### config.mk
export PLATFORM = sky130hd
export DESIGN_NAME = benes_perm_decoder
export DESIGN_NICKNAME = d
export VERILOG_FILES = /design/src/rtl/benes_pkg.sv /design/src/rtl/benes_stage_step.sv /design/src/rtl/benes_perm_decoder.sv
export SDC_FILE = /design/constraint.sdc
export NUM_CORES = 1
export LEC_CHECK = 0
export CAP_MARGIN = 25
export CORE_ASPECT_RATIO = 1.25
export CORE_MARGIN = 2
export CORE_UTILIZATION = 50
export DETAILED_ROUTE_END_ITERATION = 8
export GPL_TIMING_DRIVEN = 0
export PLACE_DENSITY = 0.85
export SLEW_MARGIN = 20
export SYNTH_ARGS = -nofsm -noshare
export SYNTH_HDL_FRONTEND = slang
export SYNTH_SLANG_ARGS = --single-unit
### constraint.sdc
create_clock -name clk -period 2.5 [get_ports clk]
set_input_delay 0.25 -clock clk [delete_from_list [all_inputs] [get_ports clk]]
set_output_delay 0.25 -clock clk [all_outputs]
set_load 0.05 [all_outputs]
### src/rtl/benes_pkg.sv
// Shared constants, FSM state type and wiring helpers for the Benes
// permutation decoder. Port count is fixed at N = 2**LOGN.
package benes_pkg;

  localparam int LOGN   = 3;
  localparam int N      = 1 << LOGN;
  localparam int STAGES = 2 * LOGN - 1;
  localparam int SW     = N / 2;
  localparam int STG_W  = $clog2(STAGES);
  localparam int CFG_W  = STAGES * SW;

  typedef enum logic [1:0] {
    IDLE  = 2'd0,
    TRACE = 2'd1,
    DONE  = 2'd2
  } state_t;

  // Rotate the low k bits of p right by one; upper bits untouched.
  // New bit b takes old bit (b+1) mod k.
  function automatic logic [LOGN-1:0] rot_right_low(input logic [LOGN-1:0] p,
                                                    input int k);
    logic [LOGN-1:0] r;
    r = p;
    for (int b = 0; b < LOGN; b++) begin
      if (b < k) r[b] = p[(b + 1) % k];
    end
    return r;
  endfunction

  // Rotate the low k bits of p left by one; upper bits untouched.
  // New bit b takes old bit (b-1) mod k.
  function automatic logic [LOGN-1:0] rot_left_low(input logic [LOGN-1:0] p,
                                                   input int k);
    logic [LOGN-1:0] r;
    r = p;
    for (int b = 0; b < LOGN; b++) begin
      if (b < k) r[b] = p[(b + k - 1) % k];
    end
    return r;
  endfunction

endpackage

### src/rtl/benes_stage_step.sv
// One Benes stage applied to a single line position: the switch selected
// by the upper position bits optionally swaps the line with its partner,
// then the inter-stage wiring for that stage is applied. Purely
// combinational; the stage index selects which constant wiring is used.
module benes_stage_step
  import benes_pkg::*;
(
  input  logic [LOGN-1:0]  pos,
  input  logic [STG_W-1:0] stage,
  input  logic [CFG_W-1:0] cfg_r,
  output logic [LOGN-1:0]  next_pos
);

  logic [LOGN-1:0] switched;

  // Unroll over all stages so each wiring uses a constant rotate width.
  always_comb begin
    switched = pos;
    next_pos = pos;
    for (int s = 0; s < STAGES; s++) begin
      if (int'(stage) == s) begin
        switched = pos ^ {{(LOGN-1){1'b0}}, cfg_r[s*SW + int'(pos >> 1)]};
        if (s < LOGN - 1) begin
          next_pos = rot_right_low(switched, LOGN - s);
        end else if (s < STAGES - 1) begin
          next_pos = rot_left_low(switched, s - LOGN + 3);
        end else begin
          next_pos = switched;
        end
      end
    end
  end

endmodule

### src/rtl/benes_perm_decoder.sv
// Benes permutation decoder: given a full set of switch settings, traces
// every input through all stages (one stage per clock) and records the
// output port it reaches. Optional macro BENES_INV_EN adds perm_inv, the
// inverse table (output port -> input port), written alongside perm.
//
// Handshake: start is a request sampled only in IDLE; while busy or during
// the done pulse it is ignored. done is a one-cycle completion pulse and
// perm_valid qualifies perm (and perm_inv) from the cycle after done until
// the next accepted start or reset.
module benes_perm_decoder
  import benes_pkg::*;
(
  input  logic                clk,
  input  logic                areset,
  input  logic                start,
  input  logic [CFG_W-1:0]    sw_cfg,
  output logic                busy,
  output logic                done,
  output logic                perm_valid,
  output logic [N*LOGN-1:0]   perm
`ifdef BENES_INV_EN
  ,
  output logic [N*LOGN-1:0]   perm_inv
`endif
);

  state_t           state_q, state_d;
  logic [CFG_W-1:0] cfg_r;
  logic [LOGN-1:0]  in_idx;
  logic [STG_W-1:0] stage;
  logic [LOGN-1:0]  pos;
  logic [LOGN-1:0]  next_pos;
  logic             last_stage;
  logic             last_input;

  assign last_stage = (stage == STG_W'(STAGES - 1));
  assign last_input = (in_idx == LOGN'(N - 1));

  assign busy = (state_q == TRACE);
  assign done = (state_q == DONE);

  benes_stage_step u_step (
    .pos      (pos),
    .stage    (stage),
    .cfg_r    (cfg_r),
    .next_pos (next_pos)
  );

  // Next-state logic.
  always_comb begin
    state_d = state_q;
    case (state_q)
      IDLE:    if (start) state_d = TRACE;
      TRACE:   if (last_stage && last_input) state_d = DONE;
      DONE:    state_d = IDLE;
      default: state_d = IDLE;
    endcase
  end

  // State register.
  always_ff @(posedge clk) begin
    if (areset) state_q <= IDLE;
    else        state_q <= state_d;
  end

  // Trace datapath: counters, captured config and result table writes.
  always_ff @(posedge clk) begin
    if (areset) begin
      cfg_r      <= '0;
      in_idx     <= '0;
      stage      <= '0;
      pos        <= '0;
      perm       <= '0;
      perm_valid <= 1'b0;
`ifdef BENES_INV_EN
      perm_inv   <= '0;
`endif
    end else begin
      case (state_q)
        IDLE: begin
          if (start) begin
            cfg_r      <= sw_cfg;
            perm_valid <= 1'b0;
            in_idx     <= '0;
            stage      <= '0;
            pos        <= '0;
          end
        end
        TRACE: begin
          if (last_stage) begin
            perm[int'(in_idx)*LOGN +: LOGN] <= next_pos;
`ifdef BENES_INV_EN
            perm_inv[int'(next_pos)*LOGN +: LOGN] <= in_idx;
`endif
            if (!last_input) begin
              in_idx <= in_idx + LOGN'(1);
              stage  <= '0;
              pos    <= in_idx + LOGN'(1);
            end
          end else begin
            stage <= stage + STG_W'(1);
            pos   <= next_pos;
          end
        end
        DONE: begin
          perm_valid <= 1'b1;
        end
        default: ;
      endcase
    end
  end

endmodule

---- After elaboration in Yosys (flattened, before gate mapping) ----
Cells that the tools add are included.
word-level totals
  bits in registers ....................... 56
  latch bits .............................. 0
  bits in writable memories ............... 0
  ROM bits ................................ 0
  input port bits ......................... 23
  output and inout port bits .............. 27
  word-level logic and storage cells ...... 85
  memories kept ........................... 0
operators by class
  add/subtract/negate cells ............... 7
  $mul .................................... 1
  div/mod/pow operators ................... 0
  $lt $le $gt $ge ......................... 5
  equal/unequal tests ..................... 13
  shifts and indexed selects .............. 2
  mux-type cells .......................... 34
  bitwise logic cells ..................... 5
  reduce and logical (&&, ||, !) cells .... 11
operator list
  kind                                                         count
  less-than comparator 32 x 7 -> 1 bit, second input constant  4
  2-to-1 mux 3 bit                                             11
  negator 5 -> 33 bit                                          1
  variable shift 3 x 33 -> 24 bit, first input constant        1
  indexed part select 3 x 33 -> 24 bit                         1
  bitwise mux 24 bit                                           1
  binary-select mux 1 bit (select 5 bit)                       4
  case mux 3 bit (2 select lines)                              3
  equality test 3 bit, second input constant                   5
  bitwise XOR 3 x 1 -> 3 bit                                   5
  adder 4 x 2 -> 5 bit, first input constant                   2
  2-to-1 mux 1 bit                                             10
  AND reduction 2 bit                                          4
  adder 3 x 1 -> 3 bit, second input constant                  2
  adder 5 x 2 -> 6 bit, first input constant                   1
  less-than comparator 2 x 6 -> 1 bit, second input constant   1
  multiplier 3 x 2 -> 5 bit, second input constant             1
  adder 3 x 2 -> 4 bit, first input constant                   1
  2-to-1 mux 2 bit                                             2
  inequality test 2 x 1 -> 1 bit, second input constant        2
  inequality test 2 bit, second input constant                 2
  case mux 2 bit (2 select lines)                              1
  AND reduction 4 bit                                          1
  nonzero test 2 bit                                           2
  other kinds (10)                                             10

---- Longest topological paths before layout ----
Gate-level depths: netlist of the first run.
  depth in word-level cells ............... 11
  depth in mapped cells ................... 8
  gate-level depth less buffers ........... 7

---- Modules after synthesis ----
From an unflattened synthesis of the first run, not the netlist that was laid out.
second synthesis, totals
  cell total of the unflattened synthesis .. 314
  area, all modules ....................... 2921.6 um2
modules (own cells, without submodules)
  module              times used  cells each  area an instance (um2)  sequential area each (um2)
  benes_perm_decoder  1           271         2572.5                  1121.1
  benes_stage_step    1           43          349.1                   0.0

---- Worst setup path before layout of the first run ----
Ideal clock, no wire load.
  kind .................................... register to register
  start point ............................. register stage[0]
  end point ............................... register perm[15]
  library setup time ...................... 0.096 ns
  arrival ................................. 1.847 ns
  required time ........................... 2.404 ns
  setup slack ............................. 0.557 ns
  cell stages (with the launch flop) ...... 8
  path buffers ............................ 0
  period minus slack after synthesis ...... 1.943 ns
  cell sequence ........................... dfxtp_1 -> inv_1 -> ha_1 -> or3_1 -> a21o_1 -> a31oi_1 -> a21oi_2 -> o41ai_2
between the ends
  cells in the longest elaborated chain, start to end .. 8
  elaborated cells on any way between the ends .. 14
  those cells by class .................... eq/ne: 5; shift: 1; mux: 6; reduce/logical: 2
ends and longest elaborated chain
  item                                  RTL line                   source
  from (decl)                           benes_perm_decoder.sv:30   logic [STG_W-1:0] stage;
  from (signal assigned)                benes_perm_decoder.sv:101  stage <= stage + STG_W'(1);
  zero test 3 bit                       benes_stage_step.sv:21     if (int'(stage) == s) begin
  2-to-1 mux 3 bit (5 in a row)         benes_stage_step.sv:21
  indexed part select 3 x 33 -> 24 bit  benes_perm_decoder.sv:91   perm[int'(in_idx)*LOGN +: LOGN] <= next_pos;
  bitwise mux 24 bit                    benes_perm_decoder.sv:91
  to (signal, indexed assignment)       benes_perm_decoder.sv:91
  to (decl)                             benes_perm_decoder.sv:20   output logic [N*LOGN-1:0] perm
Parallel ways exist; a longest one is shown, timed or not.
A chain may end at the register's enable or synchronous reset.

---- Final worst setup path of the first run ----
  start point ............................. register stage[0]
  end point ............................... register perm[3]
Same word-level chain as after synthesis.

==> impl_metrics.env, run 1 <==
export IMPL_cts_sinks=56
export IMPL_std_cell_rows=29
export IMPL_grt_max_degree=17
export IMPL_vias=2361
export IMPL_regToRegSetupSlack_ns=0.27
export IMPL_setup_tns_ns=0
export IMPL_insertion_delay_ns=0.32
export IMPL_hold_buffers=0
export IMPL_initial_core_util=0.522
export IMPL_hold_path_class="reg -> reg"
export IMPL_cp_cell_sequence="inv_1 -> ha_1 -> or3_1 -> a21o_1 -> a31oi_1 -> a21oi_2 -> o41ai_2"
export IMPL_synth_warnings=0
export IMPL_regArea_um2=1120
export IMPL_place_hpwl_um=4440
export IMPL_total_power_uw=1710
export IMPL_netlist_top_cells_count="dfxtp_1 (56), nand2_1 (45), nor2_1 (42)"
export IMPL_crit_path_start="stage[0]"
export IMPL_r2r_end="perm[3]"
export IMPL_die_area_um2=5940
export IMPL_dieHeight_um=85.7
export IMPL_grt_pass1_vias=2210
export IMPL_fillerInstances=440
export IMPL_synth_area_leaders="dfxtp_1 (42%), a21oi_1 (6.6%), nand2_1 (6.3%)"
export IMPL_finalHoldViolations=0
export IMPL_drv_slew=0
export IMPL_synth_edf_count=0
export IMPL_critPathBufInv=1
export IMPL_end_kind="flip-flop"
export IMPL_status="finished, final reports clean"
export IMPL_worstReg2RegStart="stage[0]"
export IMPL_grt_overflow=0
export IMPL_slew_headroom=0.623
export IMPL_synth_seq_cells=56
export IMPL_grt_pass1_wl_um=10200
export IMPL_cts_tree="built"
export IMPL_syn_inst=310
export IMPL_coreArea_um2=5120
export IMPL_gp_congestion=0.845
export IMPL_cp_depth=7
export IMPL_yosys_most_used_dff="dfxtp_1"
export IMPL_die_width_um=69.4
export IMPL_placed_area_um2=3230
export IMPL_cpPeakStageDelay_ns=0.41
export IMPL_synth_top_area_frac=0.420
export IMPL_cap_viol_max_count=0
export IMPL_ir_drop_mv=0.403
export IMPL_drive_gt1_frac=0.0820
export IMPL_r2r_cells=7
export IMPL_drt_vias_per_instance=5.52
export IMPL_cp_max_fo=8
export IMPL_clock_tree_buffer_depth=2
export IMPL_antenna_found_initial=0
export IMPL_cts_resized=0
export IMPL_synthArstFlopShare=0
export IMPL_clkTransAtPathRegs_ns=0.10
export IMPL_h_tree_depth=2
export IMPL_netlist_area_um2=2670
export IMPL_multi_input_area_um2=1420
export IMPL_clock_skew_ns=0.0125
export IMPL_path_class="reg -> reg"
export IMPL_min_period_ns=2.23
export IMPL_rsz0062_at_grt="false"
export IMPL_slowest_stage="dfxtp_1"
export IMPL_track_usage=0.211
export IMPL_stdcell_area_um2=3340
export IMPL_area_delta_synth_final_pct=24.9
export IMPL_setup_viol=0
export IMPL_syn_nets=343
export IMPL_crit_path_end="perm[3]"
export IMPL_cts_made_buffers=5
export IMPL_worst_path_dominant_cell_family="compound AO/OA/AOI/OAI gates"
export IMPL_syn_area_per_cell_um2=8.61
export IMPL_yosysMostFrequentCell="dfxtp_1"
export IMPL_leakagePower_uw=0.00119
export IMPL_fin_crit_sh=0.892
export IMPL_cts_root_buf="clkbuf_8"
export IMPL_first_iter_violations=112
export IMPL_ioPinCount=50
export IMPL_setup_worst_path_start_class="flip-flop"
export IMPL_layout_nets=398
export IMPL_antenna_left=0
export IMPL_drt_pre_antenna_iters=5
export IMPL_yosys_area_top_type="dfxtp_1"
export IMPL_worstMarginPinSlew_ns=0.566
export IMPL_arrival_ns=2.46
export IMPL_power_density_nw_per_um2=514
export IMPL_portBuffers=48
export IMPL_finalWirelength_um=5930
export IMPL_synth_cell_types=47
export IMPL_antenna_cells=0
export IMPL_synth_seq_area_share=0.420
export IMPL_crit_required_ns=2.73
export IMPL_post_cts_setup_buffers=0
export IMPL_max_freq_ghz=0.449
export IMPL_drcViolationCount=0
export IMPL_wl_per_cell_um=13.9
[routing by layer]
metal / global-route usage / share of wire
met1: 0.241 / 0.41
met2: 0.388 / 0.51
met3: 0.0400 / 0.056
met4: 0.0838 / 0.020
met5: 0 / 0
[area by class of cell]
class / instances / share of cell area
buffer: 22 / 0.0308
clock buffer: 6 / 0.0218
clock inverter: 2 / 0.0105
inverter: 8 / 0.00900
multi-input combinational: 224 / 0.425
sequential: 56 / 0.336
tap: 62 / 0.0233
timing repair buffer: 48 / 0.144
[where the power goes]
part	leakage, µW	switching, µW	internal [µW]
registers	0.000455	16.5	919
clock network	0.0000552	291	298
logic	0.000681	100	89.6
total	0.00119	407	1310
[layout by cell type, fill, tap and decap left out, types with 6 or more instances in the layout]
cell type | netlist | layout
a21oi_1 | 35 | 35
nor2b_1 | 6 | 6
buf_2 | 7 | 7
clkdlybuf4s50_1 | 0 | 48
inv_1 | 7 | 7
ha_1 | 10 | 10
nor2_1 | 42 | 42
clkbuf_1 | 12 | 13
nand2_1 | 45 | 45
dfxtp_1 | 56 | 56
nand3_1 | 7 | 7
nand3b_1 | 6 | 6
a211oi_1 | 10 | 10
[kinds of logic (layout without fill, tap and decap cells)]
logic type | count (synthesis) | after routing | share of synthesized area
buf+inv | 30 | 86 | 0.0497
flops | 56 | 56 | 0.420
simple gates | 127 | 127 | 0.223
xor+xnor | 5 | 5 | 0.0164
fa+ha+maj | 10 | 10 | 0.0469
mux | 11 | 11 | 0.0651
compound gates | 71 | 71 | 0.179
[flip-flops by register name, indices dropped and copies added (netlist names)]
| name | count |
|---|---|
| perm | 24 |
| state_q | 2 |
| stage | 3 |
| cfg_r | 20 |
| pos | 3 |
| perm_valid | 1 |
| in_idx | 3 |
[worst min path at each step]
| stage | from | endpoint | cells after the start |
|---|---|---|---|
| global route | areset | perm[15] | 2 |
| global placement | cfg_r[12] | cfg_r[12] | 2 |
| floorplan | sw_cfg[0] | cfg_r[0] | 2 |
| detailed placement | cfg_r[2] | cfg_r[2] | 2 |
| finish | cfg_r[16] | cfg_r[16] | 2 |
| CTS | areset | perm[15] | 2 |
[through the flow]
| step | hold slack (ns) | instances | setup WS (ns) | util |
|---|---|---|---|---|
| 6_report | 0.459 | 428 | 0.271 | 0.652 |
| 5_1_grt | 0.465 | 428 | 0.0407 | 0.652 |
| 4_1_cts | 0.450 | 428 | 0.287 | 0.652 |
| 3_5_place_dp | 0.447 | 420 | 0.305 | 0.631 |
| 3_3_place_gp | 0.441 | 420 | 0.357 | 0.631 |
| 2_1_floorplan | 0.386 | 310 | 0.557 | - |
[worst min-delay path: stages, from the launching register on]
cell and delay (ns):
dfxtp_1 0.32, nand2_1 0.05, a21oi_1 0.05
(Power assumes the default switching activity.)
==> run 2: changes to the inputs <==
--- a/config.mk
+++ b/config.mk
@@ -10,6 +10,7 @@
 export CORE_MARGIN = 2
 export CORE_UTILIZATION = 50
 export DETAILED_ROUTE_END_ITERATION = 8
+export GPL_ROUTABILITY_DRIVEN = 0
 export GPL_TIMING_DRIVEN = 0
 export PLACE_DENSITY = 0.85
 export SLEW_MARGIN = 20
==> impl_metrics.env, run 2 (synthesis results as in run 1) <==
export IMPL_cpPeakStageDelay_ns=0.41
export IMPL_vias=2361
export IMPL_clock_tree_buffer_depth=2
export IMPL_worst_path_dominant_cell_family="compound AO/OA/AOI/OAI gates"
export IMPL_final_common_cell="dfxtp_1"
export IMPL_place_hpwl_um=4300
export IMPL_hold_path_class="in -> reg"
export IMPL_die_area_um2=5940
export IMPL_layout_nets=398
export IMPL_arrival_ns=2.49
export IMPL_grt_pass1_vias=2226
export IMPL_multi_input_area_um2=1420
export IMPL_die_width_um=69.4
export IMPL_cp_max_fo=8
export IMPL_max_freq_ghz=0.444
export IMPL_status="finished, final reports clean"
export IMPL_critPathBufInv=1
export IMPL_path_class="reg -> reg"
export IMPL_cts_sinks=56
export IMPL_worstMarginPinSlew_ns=0.583
export IMPL_antenna_left=0
export IMPL_cts_tree="built"
export IMPL_setup_tns_ns=0
export IMPL_track_usage=0.206
export IMPL_end_kind="flip-flop"
export IMPL_regArea_um2=1120
export IMPL_area_delta_synth_final_pct=24.5
export IMPL_dieHeight_um=85.7
export IMPL_crit_required_ns=2.74
export IMPL_leakagePower_uw=0.00119
export IMPL_hold_buffers=0
export IMPL_clkTransAtPathRegs_ns=0.11
export IMPL_setup_viol=0
export IMPL_insertion_delay_ns=0.33
export IMPL_finalWirelength_um=5740
export IMPL_coreArea_um2=5120
export IMPL_portBuffers=48
export IMPL_min_period_ns=2.25
export IMPL_first_iter_violations=95
export IMPL_placed_area_um2=3230
export IMPL_grt_max_degree=18
export IMPL_final_cell_mix="dfxtp_1 (56), clkdlybuf4s50_1 (48), nand2_1 (45)"
export IMPL_clock_skew_ns=0.0173
export IMPL_antenna_found_initial=0
export IMPL_grt_pass1_wl_um=9980
export IMPL_largest_reg_flops=24
export IMPL_finalHoldViolations=0
export IMPL_cts_made_buffers=5
export IMPL_regMostFlops="perm"
export IMPL_drive_gt1_frac=0.0847
export IMPL_drcViolationCount=0
export IMPL_cp_cell_sequence="inv_1 -> ha_1 -> or3_1 -> a21o_1 -> a31oi_1 -> a21oi_2 -> o41ai_2"
export IMPL_h_tree_depth=2
export IMPL_ioPinCount=50
export IMPL_antenna_cells=0
export IMPL_final_util=0.650
export IMPL_cts_resized=0
export IMPL_ir_drop_mv=0.379
export IMPL_post_cts_setup_buffers=0
export IMPL_drt_pre_antenna_iters=4
export IMPL_slowest_stage="dfxtp_1"
export IMPL_cap_viol_max_count=0
export IMPL_power_density_nw_per_um2=495
export IMPL_stdcell_area_um2=3320
export IMPL_grt_overflow=0
export IMPL_fillerInstances=413
export IMPL_wl_per_cell_um=13.4
export IMPL_drv_slew=0
export IMPL_top_regs="perm (24), cfg_r (20)"
export IMPL_std_cell_rows=29
export IMPL_slew_headroom=0.611
export IMPL_rsz0062_at_grt="false"
export IMPL_drt_vias_per_instance=5.52
export IMPL_fin_crit_sh=0.900
export IMPL_setup_worst_path_start_class="flip-flop"
export IMPL_initial_core_util=0.522
export IMPL_cts_root_buf="clkbuf_8"
run 2: cell types whose count changed in the layout (fill, tap and decap cells not counted), sizes merged:
cell    previous run  this run
inv                8         9
bufinv             1         0
run 2: power by group:
part	switching, µW	total, µW	internal, µW	leakage (µW)
Sequential	16.5	935	919	0.000455
Combinational	99.9	189	89.5	0.000681
Clock	292	519	227	0.0000516
run 2: path summary, 6_finish.rpt:
check	slack [ns]	endpoint	depth (start not counted)	startpoint
min	0.46	perm[9]	2	areset
max reg2reg	0.25	perm[15]	7	stage[0]
max	0.25	perm[15]	7	stage[0]
min reg2reg	0.46	cfg_r[9]	2	cfg_r[9]
run 2: per-layer routing:
metal / GRT usage / vias to the layer above / wire length (µm)
met4: 0.0749 / 0 / 70
met2: 0.374 / 54 / 2960
met1: 0.240 / 1115 / 2490
li1: - / 1185 / -
met3: 0.0400 / 7 / 219
met5: 0 / - / 0
run 2: final cells by class:
| class | instances | share of cell area |
|---|---|---|
| Tap cell | 62 | 0.0233 |
| Inverter | 8 | 0.00903 |
| Multi-Input combinational cell | 224 | 0.426 |
| Buffer | 22 | 0.0309 |
| Sequential cell | 56 | 0.337 |
| Timing Repair Buffer | 48 | 0.145 |
| Clock inverter | 2 | 0.00414 |
| Clock buffer | 6 | 0.0248 |
run 2: per-stage QoR:
stage	worst slack, ns	power [µW]	instances	hold WS [ns]
after floorplan	0.557	1080	310	0.386
final	0.249	1640	428	0.459
after detailed placement	0.276	1140	420	0.449
after CTS	0.271	1650	428	0.444
after global placement	0.358	1140	420	0.439
after global routing	0.109	1710	428	0.464
run 2: worst reg2reg max path, cell delays in order (launching register included):
cell	delay, ns
dfxtp_1	0.41
inv_1	0.08
ha_1	0.29
or3_1	0.40
a21o_1	0.19
a31oi_1	0.28
a21oi_2	0.17
o41ai_2	0.35
